===== src/rtl/mdu_pkg.sv =====
// -----------------------------------------------------------------------------
// mdu_pkg
// Shared definitions for the multiply/divide unit and its requesters.
//   FUNCT3_*      : multiply op encodings (mul, mulh, mulhsu, mulhu)
//   mul_owner_t   : which requester owns the multiplier stage
//   legal_funct3  : folds the undefined 1xx encodings onto mulhu
// -----------------------------------------------------------------------------
package mdu_pkg;

    localparam logic [2:0] FUNCT3_MUL    = 3'b000;
    localparam logic [2:0] FUNCT3_MULH   = 3'b001;
    localparam logic [2:0] FUNCT3_MULHSU = 3'b010;
    localparam logic [2:0] FUNCT3_MULHU  = 3'b011;

    typedef enum logic {
        OWN_MDU = 1'b0,
        OWN_AUX = 1'b1
    } mul_owner_t;

    // The multiplier only understands 000-011; anything with bit 2 set is
    // quietly executed as an unsigned high multiply.
    function automatic logic [2:0] legal_funct3(input logic [2:0] f);
        return f[2] ? FUNCT3_MULHU : f;
    endfunction

endpackage


===== src/rtl/mul_arb_if.sv =====
// -----------------------------------------------------------------------------
// mul_arb_if
// Bundle of everything between the two multiply requesters, the shared
// multiplier datapath and mul_arb.
//   Req*      : per-port request channel (valid/ready, operands, op, tag)
//   FlushReq  : per-port kill of in-flight op and current request
//   Mul*      : operands/op/control to the multiplier, product back
//   Rsp*      : per-port result valid/ready, shared data and tag
// Modports: slave = the arbiter, master = requesters + datapath side.
// -----------------------------------------------------------------------------
interface mul_arb_if #(
    parameter int XLEN = 64,
    parameter int TAGW = 5
) ();

    logic [1:0]                 ReqValid;
    logic [1:0]                 ReqReady;
    logic [1:0][XLEN-1:0]       ReqSrcA;
    logic [1:0][XLEN-1:0]       ReqSrcB;
    logic [1:0][2:0]            ReqFunct3;
    logic [1:0][TAGW-1:0]       ReqTag;
    logic [1:0]                 FlushReq;

    logic [XLEN-1:0]            MulSrcA;
    logic [XLEN-1:0]            MulSrcB;
    logic [2:0]                 MulFunct3;
    logic                       MulStall;
    logic                       MulFlush;
    logic [2*XLEN-1:0]          MulProd;

    logic [1:0]                 RspValid;
    logic [1:0]                 RspReady;
    logic [XLEN-1:0]            RspData;
    logic [TAGW-1:0]            RspTag;

    modport slave (
        input  ReqValid, ReqSrcA, ReqSrcB, ReqFunct3, ReqTag, FlushReq,
        input  MulProd, RspReady,
        output ReqReady, MulSrcA, MulSrcB, MulFunct3, MulStall, MulFlush,
        output RspValid, RspData, RspTag
    );

    modport master (
        output ReqValid, ReqSrcA, ReqSrcB, ReqFunct3, ReqTag, FlushReq,
        output MulProd, RspReady,
        input  ReqReady, MulSrcA, MulSrcB, MulFunct3, MulStall, MulFlush,
        input  RspValid, RspData, RspTag
    );

endinterface


===== src/rtl/mul_arb_rr_arb2.sv =====
// -----------------------------------------------------------------------------
// rr_arb2
// Two-way round-robin arbiter. On a conflict the port that did not win last
// time is granted; a lone requester is always granted. Grants only appear
// while en_i is high, and the history bit only moves on an actual grant.
//   clk, reset : clock, asynchronous active-low reset
//   req_i      : per-port request
//   en_i       : grant enable
//   gnt_o      : one-hot grant (or zero)
//   last_o     : port granted most recently (resets to 1 so port 0 wins first)
// -----------------------------------------------------------------------------
module rr_arb2 (
    input  logic       clk,
    input  logic       reset,
    input  logic [1:0] req_i,
    input  logic       en_i,
    output logic [1:0] gnt_o,
    output logic       last_o
);

    logic last_q;
    logic last_d;

    // NOTE: every combinational output gets a default first, so no path
    // leaves it unassigned and no latch is inferred.
    always_comb begin
        gnt_o  = 2'b00;
        last_d = last_q;
        if (en_i) begin
            if (&req_i) begin
                gnt_o = last_q ? 2'b01 : 2'b10;
            end else begin
                gnt_o = req_i;
            end
        end
        if (|gnt_o) begin
            last_d = gnt_o[1];
        end
    end

    // NOTE: state registers use non-blocking assignment so every flop
    // samples its pre-edge inputs regardless of process ordering.
    always_ff @(posedge clk or negedge reset) begin
        if (!reset) begin
            last_q <= 1'b1;
        end else begin
            last_q <= last_d;
        end
    end

    assign last_o = last_q;

endmodule


===== src/rtl/mul_arb.sv =====
// -----------------------------------------------------------------------------
// mul_arb
// Arbiter and sequencer in front of the shared one-register-stage multiplier.
// Grants one of two requesters per cycle (round-robin), steers its operands
// into the multiplier, and shadows the multiplier stage with a metadata
// register (valid, owner, op, tag) that advances under the same enable.
// The product half selected by the op is returned to the owner with
// valid/ready backpressure; a stalled result blocks new grants.
//   clk, reset : clock, asynchronous active-low reset
//   bus        : mul_arb_if slave modport (requests, multiplier, responses)
// -----------------------------------------------------------------------------
module mul_arb
    import mdu_pkg::*;
#(
    parameter int XLEN = 64,
    parameter int TAGW = 5
) (
    input  logic     clk,
    input  logic     reset,
    mul_arb_if.slave bus
);

    // Metadata register shadowing the multiplier stage.
    logic            m_valid_q,  m_valid_d;
    mul_owner_t      m_owner_q,  m_owner_d;
    logic [2:0]      m_funct3_q, m_funct3_d;
    logic [TAGW-1:0] m_tag_q,    m_tag_d;

    logic       owner_idx;
    logic       owner_flush;
    logic       owner_ready;
    logic       drain;
    logic       stall;
    logic       slot_free;
    logic [1:0] eligible;
    logic [1:0] gnt;
    logic       grant_any;
    logic       gnt_port;
    logic       last;
    logic       sel;

    assign owner_idx   = m_owner_q;
    assign owner_flush = bus.FlushReq[owner_idx];
    assign owner_ready = bus.RspReady[owner_idx];

    assign drain     = m_valid_q & owner_ready & ~owner_flush;
    assign stall     = m_valid_q & ~owner_ready & ~owner_flush;
    // A flush by the owner frees the slot even without the result leaving.
    assign slot_free = ~m_valid_q | drain | owner_flush;

    // A port flushing this cycle withdraws its own request.
    assign eligible = bus.ReqValid & ~bus.FlushReq;

    rr_arb2 u_rr_arb2 (
        .clk    (clk),
        .reset  (reset),
        .req_i  (eligible),
        .en_i   (slot_free),
        .gnt_o  (gnt),
        .last_o (last)
    );

    assign grant_any = |gnt;
    assign gnt_port  = gnt[1];
    // Without a grant the mux still points at a real port so the idle
    // operands are whatever that requester drives, never X.
    assign sel       = grant_any ? gnt_port : ~last;

    assign bus.ReqReady  = gnt;
    assign bus.MulSrcA   = bus.ReqSrcA[sel];
    assign bus.MulSrcB   = bus.ReqSrcB[sel];
    assign bus.MulFunct3 = legal_funct3(bus.ReqFunct3[sel]);
    assign bus.MulStall  = stall;
    // Scrub the datapath register when the owner kills its op and nothing
    // new is loaded behind it.
    assign bus.MulFlush  = owner_flush & m_valid_q & ~grant_any;

    always_comb begin
        m_valid_d  = m_valid_q;
        m_owner_d  = m_owner_q;
        m_funct3_d = m_funct3_q;
        m_tag_d    = m_tag_q;
        if (!stall) begin
            if (grant_any) begin
                m_valid_d  = 1'b1;
                m_owner_d  = gnt_port ? OWN_AUX : OWN_MDU;
                m_funct3_d = legal_funct3(bus.ReqFunct3[gnt_port]);
                m_tag_d    = bus.ReqTag[gnt_port];
            end else begin
                m_valid_d  = 1'b0;
            end
        end
    end

    // NOTE: the payload fields are reset along with the valid bit; they are
    // only a few flops and it keeps RspTag defined straight out of reset.
    always_ff @(posedge clk or negedge reset) begin
        if (!reset) begin
            m_valid_q  <= 1'b0;
            m_owner_q  <= OWN_MDU;
            m_funct3_q <= FUNCT3_MUL;
            m_tag_q    <= '0;
        end else begin
            m_valid_q  <= m_valid_d;
            m_owner_q  <= m_owner_d;
            m_funct3_q <= m_funct3_d;
            m_tag_q    <= m_tag_d;
        end
    end

    assign bus.RspValid[0] = m_valid_q & ~owner_idx & ~bus.FlushReq[0];
    assign bus.RspValid[1] = m_valid_q &  owner_idx & ~bus.FlushReq[1];
    assign bus.RspData     = (m_funct3_q == FUNCT3_MUL) ? bus.MulProd[XLEN-1:0]
                                                        : bus.MulProd[2*XLEN-1:XLEN];
    assign bus.RspTag      = m_tag_q;

endmodule


===== src/flat_wrapper.sv =====
// flat-port wrapper written by rule: the top's interface ports become plain ports
module mul_arb_flat import mdu_pkg::*;
#(
    parameter int XLEN = 64,
    parameter int TAGW = 5
)
  (clk, reset, bus_ReqValid, bus_ReqSrcA, bus_ReqSrcB, bus_ReqFunct3, bus_ReqTag, bus_FlushReq, bus_MulProd, bus_RspReady, bus_ReqReady, bus_MulSrcA, bus_MulSrcB, bus_MulFunct3, bus_MulStall, bus_MulFlush, bus_RspValid, bus_RspData, bus_RspTag);
  mul_arb_if #(.XLEN(XLEN), .TAGW(TAGW)) bus_i ();
  input  logic clk;
  input  logic reset;
  input wire logic [$bits(bus_i.ReqValid)-1:0] bus_ReqValid;
  input wire logic [$bits(bus_i.ReqSrcA)-1:0] bus_ReqSrcA;
  input wire logic [$bits(bus_i.ReqSrcB)-1:0] bus_ReqSrcB;
  input wire logic [$bits(bus_i.ReqFunct3)-1:0] bus_ReqFunct3;
  input wire logic [$bits(bus_i.ReqTag)-1:0] bus_ReqTag;
  input wire logic [$bits(bus_i.FlushReq)-1:0] bus_FlushReq;
  input wire logic [$bits(bus_i.MulProd)-1:0] bus_MulProd;
  input wire logic [$bits(bus_i.RspReady)-1:0] bus_RspReady;
  output wire logic [$bits(bus_i.ReqReady)-1:0] bus_ReqReady;
  output wire logic [$bits(bus_i.MulSrcA)-1:0] bus_MulSrcA;
  output wire logic [$bits(bus_i.MulSrcB)-1:0] bus_MulSrcB;
  output wire logic [$bits(bus_i.MulFunct3)-1:0] bus_MulFunct3;
  output wire logic [$bits(bus_i.MulStall)-1:0] bus_MulStall;
  output wire logic [$bits(bus_i.MulFlush)-1:0] bus_MulFlush;
  output wire logic [$bits(bus_i.RspValid)-1:0] bus_RspValid;
  output wire logic [$bits(bus_i.RspData)-1:0] bus_RspData;
  output wire logic [$bits(bus_i.RspTag)-1:0] bus_RspTag;
  assign bus_i.ReqValid = bus_ReqValid;
  assign bus_i.ReqSrcA = bus_ReqSrcA;
  assign bus_i.ReqSrcB = bus_ReqSrcB;
  assign bus_i.ReqFunct3 = bus_ReqFunct3;
  assign bus_i.ReqTag = bus_ReqTag;
  assign bus_i.FlushReq = bus_FlushReq;
  assign bus_i.MulProd = bus_MulProd;
  assign bus_i.RspReady = bus_RspReady;
  assign bus_ReqReady = bus_i.ReqReady;
  assign bus_MulSrcA = bus_i.MulSrcA;
  assign bus_MulSrcB = bus_i.MulSrcB;
  assign bus_MulFunct3 = bus_i.MulFunct3;
  assign bus_MulStall = bus_i.MulStall;
  assign bus_MulFlush = bus_i.MulFlush;
  assign bus_RspValid = bus_i.RspValid;
  assign bus_RspData = bus_i.RspData;
  assign bus_RspTag = bus_i.RspTag;
  mul_arb #(.XLEN(XLEN), .TAGW(TAGW)) u_core (.clk(clk), .reset(reset), .bus(bus_i));
endmodule

===== config.mk =====
export PLATFORM = sky130hd
export DESIGN_NAME = mul_arb_flat
export DESIGN_NICKNAME = d
export VERILOG_FILES = /design/src/rtl/mdu_pkg.sv /design/src/rtl/mul_arb_if.sv /design/src/rtl/mul_arb_rr_arb2.sv /design/src/rtl/mul_arb.sv /design/src/flat_wrapper.sv
export SDC_FILE = /design/constraint.sdc
export NUM_CORES = 1
export LEC_CHECK = 0
export BUFFER_PORTS_ARGS = -buffer_cell sky130_fd_sc_hd__buf_2
export CAP_MARGIN = 20
export CORE_AREA = 2 2 239 241
export CTS_CLUSTER_SIZE = 25
export DETAILED_ROUTE_END_ITERATION = 7
export DIE_AREA = 0 0 241 243
export GPL_TIMING_DRIVEN = 0
export PLACE_DENSITY = 0.38
export SLEW_MARGIN = 25
export SYNTH_ARGS = -nofsm -noshare
export SYNTH_HDL_FRONTEND = slang
export SYNTH_SLANG_ARGS = --single-unit

===== constraint.sdc =====
create_clock -name clk -period 2.4 [get_ports clk]
set_input_delay 0.12 -clock clk [delete_from_list [all_inputs] [get_ports clk]]
set_output_delay 0.12 -clock clk [all_outputs]
set_load 0.01 [all_outputs]

# Yosys cells after proc, flatten, opt, wreduce, memory -nomap -nowiden
# Index checks and enable logic that the tools add are counted.
[totals]
register_bits = 11
input_bits = 408
out_inout_bits = 206
wordCells = 58
[op_classes]
magnitude_cmp = 3
muxes = 23
n_bitwise = 23
n_reduce_logical = 4
[ops]
columns = ["operator", "count"]
rows = [
  ["two-way mux 64 bit", 5],
  ["two-way mux 3 bit", 4],
  ["AND 1 bit", 10],
  ["two-way mux 2 bit", 5],
  ["two-way mux 5 bit", 2],
  ["inverter 1 bit", 9],
  ["two-way mux 1 bit", 7],
  ["< comparator 1 x 2 -> 1 bit (second input constant)", 3],
  ["AND reduction 2 bit", 2],
  ["zero test 3 bit", 1],
  ["AND 2 bit", 1],
  ["inverter 2 bit", 1],
  ["bitwise OR 1 bit", 2],
  ["OR reduction 2 bit", 1],
]

# Longest topological paths before layout
[depth]
word_depth = 12
ltp_mapped = 7
ltp_nobuf = 5

# Cells and area by module
# A second synthesis with hierarchy kept.
[hier_totals]
cells_unflattened = 292
area_unflattened_um2 = 3051.7
[by_module_without_submodules]
columns = ["module", "n_inst", "cells_each", "area_each_um2", "seq_area_each_um2"]
rows = [
  ["mul_arb", 1, 284, 2989.1, 225.2],
  ["rr_arb2", 1, 8, 62.6, 26.3],
]

# Worst setup path before layout
# No wires, ideal clock.
[synth_path]
path_type = "register to output"
start = "reg u_core.u_rr_arb2.last_q (netlist: u_core.u_rr_arb2.last_o)"
end = "out bus_MulFunct3[0]"
t_arrival_ps = 1700
t_required_ps = 2280
slack_ps = 580
path_stages_with_launch = 6
path_buffers = 2
path_cell_list = "dfstp_2 -> buf_2 -> buf_1 -> o21ai_0 -> o211ai_2 -> mux2i_1"
[synth_via]
elab_chain_len = 8
elab_cells_between_ends = 9
classes_between = "7 x mux; 1 x bitwise; 1 x reduce/logical"
[synth_lines]
columns = ["element", "line_no", "rtl"]
rows = [
  ["start: declaration", "mul_arb_rr_arb2.sv:21", "logic last_q;"],
  ["start signal: assignment", "mul_arb_rr_arb2.sv:47", "last_q <= last_d;"],
  ["two-way mux 2 bit", "mul_arb_rr_arb2.sv:31", "gnt_o = last_q ? 2'b01 : 2'b10;"],
  ["two-way mux 2 bit", "mul_arb_rr_arb2.sv:30", "if (&req_i) begin"],
  ["two-way mux 2 bit", "mul_arb_rr_arb2.sv:29", "if (en_i) begin"],
  ["OR reduction 2 bit", "mul_arb.sv:63", "assign grant_any = |gnt;"],
  ["two-way mux 1 bit (*)", "mul_arb.sv:67", "assign sel = grant_any ? gnt_port : ~last;"],
  ["two-way mux 3 bit (implied by the code) (*) (2 in series)", "mul_arb.sv:72", "assign bus.MulFunct3 = legal_funct3(bus.ReqFunct3[sel]);"],
  ["two-way mux 2 bit (*)", "mdu_pkg.sv:23", "return f[2] ? FUNCT3_MULHU : f;"],
  ["end: declaration", "flat_wrapper.sv:22", "output wire logic [$bits(bus_i.MulFunct3)-1:0] bus_MulFunct3;"],
]
# Every way passes the cells marked *; elsewhere a longest branch is shown, timed or not. The select of a mux whose other input is x is not followed.

# Worst setup path after layout
[layout_path]
start = "reg u_core.m_owner_q"
end = "out bus_MulSrcA[37]"
[layout_via]
elab_chain_len = 11
elab_cells_between_ends = 14
classes_between = "8 x mux; 5 x bitwise; 1 x reduce/logical"
[layout_lines]
columns = ["element", "line_no", "rtl"]
rows = [
  ["start: declaration", "mul_arb.sv:25", "mul_owner_t m_owner_q, m_owner_d;"],
  ["start signal: assignment", "mul_arb.sv:105", "m_owner_q <= m_owner_d;"],
  ["two-way mux 1 bit, on equally long branches (2 in series)", "mul_arb.sv:44, mul_arb.sv:43", ""],
  ["AND 1 bit or inverter 1 bit (tied branches)", "mul_arb.sv:46", "assign drain = m_valid_q & owner_ready & ~owner_flush;"],
  ["AND 1 bit", "mul_arb.sv:46", ""],
  ["bitwise OR 1 bit", "mul_arb.sv:49", "assign slot_free = ~m_valid_q | drain | owner_flush;"],
  ["bitwise OR 1 bit (*)", "mul_arb.sv:49", ""],
  ["two-way mux 2 bit (*)", "mul_arb_rr_arb2.sv:29", ""],
  ["OR reduction 2 bit", "mul_arb.sv:63", ""],
  ["two-way mux 1 bit (*)", "mul_arb.sv:67", ""],
  ["two-way mux 64 bit (implied by the code) (*) (2 in series)", "mul_arb.sv:70", "assign bus.MulSrcA = bus.ReqSrcA[sel];"],
  ["end: declaration", "flat_wrapper.sv:20", "output wire logic [$bits(bus_i.MulSrcA)-1:0] bus_MulSrcA;"],
]
# Marked as above.

==> summary.md <==
| Metric | Value |
|---|---|
| Required time of the worst setup path | `2.28 ns` |
| Max VDD drop | `183 uV` |
| Launching element type of the critical path | `register` |
| Die extent in y | `between 200 and 250 um` |
| Min-Delay Startpoint | `bus_ReqTag[8]` |
| Post-synthesis to final-layout area growth | `85.7%` |
| Initial DRT Pass Iterations | `5` |
| CORE AREA | `0.0560 sq mm` |
| Maximum clock frequency | `approximately 0.43 GHz` |
| Overall routing resource usage | `~10%` |
| Post-route DRC | `0` |
| Number of nets in the final layout | `1613` |
| Result of the run | `finished, final reports clean` |
| Clock-pin slew on the worst setup and hold paths | `0.04 ns` |
| Global-route wire length before repair | `roughly 46000 um` |
| Synth Cell Area | `roughly 0.005 sq mm` |
| Final critical-path share of the clock period | `95.8%` |
| Avg Cell Area, Syn | `~8.5 sq um` |
| Cell count of the worst reg-to-reg path | `4` |
| Placed cell areas | `around 0.009 sq mm` |
| Largest net degree at the start of global routing | `11` |
| Detailed placement HPWL | `roughly 29000 um` |
| Endpoint of the worst hold path | `u_core.bus.RspTag[3]$_DFFE_PN0P_` |
| Max-capacitance violation count | `0` |
| Number of synthesized register bits | `10` |
| Post-synthesis cell type count | `34` |
| Synth top area cells | `o221a_2 29%, mux2i_1 27%, mux2_2 14%, nand2_1 9.8%, dfrtp_1 4.5%` |
| Minimum setup slack after placement | `-0.446 ns` |
| Category of the most critical setup path | `reg -> out` |
| Fraction of the yosys area taken by sequential cells | `~5.1%` |
| Reported leakage power | `between 0.004 and 0.005 uW` |
| Vias in the first global route | `7247` |
| Final-report hold violation count | `0` |
| Slew @ Worst Pin | `about 0.8 ns` |
| Synthesis Warnings | `0` |
| Relative slew slack | `between 40% and 50%` |
| Post-Route WL | `33300 um` |
| Area fraction of the dominant cell type after synthesis | `29.0%` |
| Die ar. | `0.0586 sq mm` |
| Slack of the worst reg-to-reg path | `0.53 ns` |
| Maximum buffer depth of the clock tree | `2` |
| Insertion delay of the later-clocked pin in the worst-skew pair | `0.24 ns` |
| Min-delay worst type | `in -> reg` |
| Worst reg2reg path endpoint | `u_core.m_funct3_q[0]$_DFFE_PN0P_` |
| Initial antenna violation count | `2` |
| Tmin final | `between 2 and 2.5 ns` |
| Total internal power | `2210 uW` |
| CTS tree | `built` |
| First DRT Iteration DRCs | `305` |
| Fin Clk Skew | `0.00211 ns` |
| Nature of the critical path endpoint | `output port` |
| Remaining number of nets flagged by the antenna check after routing | `0` |
| Most frequent standard cell in the layout excluding fill and tap cells | `buf_2` |
| Number of sinks driven by the clock tree | `10` |
| Total congestion overflow after global routing | `0` |
| Final setup violation count | `0` |
| Initial Utilization | `8.90%` |
| Endpoint arrival time on the critical path | `2.18 ns` |
| Fraction of final layout cells with drive strength greater than 1 | `73.8%` |
| Critical register-to-register path startpoint | `u_core.u_rr_arb2.last_o$_DFFE_PN1N_` |
| Combinational Power Share | `86.4%` |
| Largest fanout on the critical path | `10` |
| Per-cell routed wire length | `17.0 um` |
| Clk network pwr share | `7.9%` |
| Power density over the cells | `~460 mW/mm^2` |
| Cell count after synthesis | `586` |
| Total nets after synthesis | `994` |
| Sequential share of power | `5.7%` |
| I/O Pins | `614` |
| Weighted congestion reported at the end of routability-driven placement | `0.952` |
| Final slew viol count | `0` |
| Non-filler instance count after layout | `1960` |
| Via Count | `between 7000 and 8000` |
| Placed Instances | `slightly below 2000` |
| CTS H-Tree Depth | `1` |
| Commonest non-fill, non-tap cells in the layout | `631 x buf_2, 133 x mux2i_1, 130 x nand2_1, 128 x o221a_2, 64 x mux2_2` |
| Sw frac | `a little under half` |
| Unrepaired setup endpoints after global routing | `true` |
| Std cell rows | `87` |
| Library cell occupying the most area in the post-synthesis netlist | `o221a_2` |
| Worst setup slack after layout | `0.100 ns` |
| Clock root buffer | `clkbuf_16` |
| Finished layout cell area | `0.00924 sq mm` |
| Post-detailed-route via-to-cell ratio | `3.81` |
| Die X | `241 um` |
| Diodes inserted | `0` |
| Clock buffer count from CTS | `3` |
| IO Port Bufs | `between 600 and 700` |
| Net switching component of the power | `a little over 2000 uW` |
| Hold path cells | `3` |
-- routing by layer --
layer / up-vias / routed length, um / GRT usage (%)
li1: 3570 / - / -
met1: 3573 / 15100 / 13.9
met2: 312 / 15800 / 17.5
met3: 21 / 1900 / 1.01
met4: 0 / 472 / 1.76
met5: - / 0 / 0
-- timing repair --
item / 4_1_cts / 5_1_grt
buffers inserted: 1 / 1
endpoints found under the setup margin: 154 / 111
hold endpoints to repair: 9 / 0
gates resized for setup: 22 / 25
hold buffers: 1 / 0
pin swaps: 1 / 2
-- registers in the layout, indices dropped and copies added (netlist names) --
| name | count |
|---|---|
| u_core.bus.RspTag | 5 |
| u_core.m_funct3_q | 2 |
| u_core.m_valid_q | 1 |
| u_core.m_owner_q | 1 |
| u_core.u_rr_arb2.last_o | 1 |
-- cells in the mapped netlist --
library cell,number
o21ai_0,5
nor3b_1,2
mux2_2,64
buf_6,2
inv_2,1
o221a_2,128
o21ai_1,2
buf_2,44
mux2i_1,133
a211oi_2,1
nor4b_4,1
and4bb_4,1
o32ai_1,5
buf_1,3
clkbuf_1,2
clkbuf_4,1
nand3_1,1
nand2b_1,2
a31oi_1,2
nand2_1,130
nor2b_2,1
conb_1,1
nor3_1,5
nor2_1,16
nor2_4,1
o211ai_2,1
a2bb2oi_2,1
a21boi_4,1
dfrtp_1,9
and2_1,1
buf_4,16
dfstp_2,1
a21o_1,1
o22ai_1,1
-- kinds of logic (layout without fill, tap and decap cells) --
logic type / after synthesis / after routing / share of synthesized area, %
and+or+nand+nor: 161 / 161 / 13.5
muxes: 197 / 197 / 41.2
DFF: 10 / 10 / 5.05
other: 1 / 1 / 0.0753
AOI/OAI and AO/OA: 148 / 148 / 32.3
buffers and inverters: 69 / 687 / 7.89
-- critical path, cell delays in order (launching register included) --
cell      delay, ns
dfrtp_2        0.45
nor4b_4        0.34
nor2_4         0.13
a21boi_4       0.20
buf_12         0.19
buf_4          0.21
o221a_2        0.25
buf_2          0.15
-- worst max-delay path by stage --
stage                                   startpoint                to
4_1_cts        u_core.u_rr_arb2.last_o$_DFFE_PN1N_   bus_MulSrcB[43]
5_1_grt               u_core.m_owner_q$_DFFE_PN0P_    bus_MulSrcA[8]
6_report              u_core.m_owner_q$_DFFE_PN0P_   bus_MulSrcA[37]
3_3_place_gp   u_core.u_rr_arb2.last_o$_DFFE_PN1N_   bus_MulSrcA[37]
2_1_floorplan  u_core.u_rr_arb2.last_o$_DFFE_PN1N_  bus_MulFunct3[0]
3_5_place_dp   u_core.u_rr_arb2.last_o$_DFFE_PN1N_   bus_MulSrcA[19]
-- layout make-up --
type	count	area, sq um
fill	6516	46700
sequential	10	253
inverter	1	3.75
timing repair buffer	615	3090
multi-input combinational	507	4360
buffer	67	507
clock buffer	4	88.8
tap	756	946
-- per-stage QoR --
stage | hold slack (ns) | setup TNS [ns] | power [uW] | utilization (%)
after floorplan | -0.176 | 0 | 2310 | -
after global placement | 0.00655 | -34.45 | 3810 | 16.1
after detailed placement | 0.00574 | -36.47 | 3820 | 16.1
after CTS | 0.130 | 0 | 4220 | 16.4
after global routing | 0.139 | -0.0115 | 4520 | 16.5
final | 0.128 | 0 | 4220 | 16.5
-- power by group through the flow --
stage	Clock [uW]	Combinational [uW]	Sequential, uW
floorplan	0	2080	233
global placement	0	3590	228
detailed placement	0	3590	229
CTS	337	3660	228
global route	347	3920	251
finish	332	3650	243
Power figures use the tool's default switching activity.
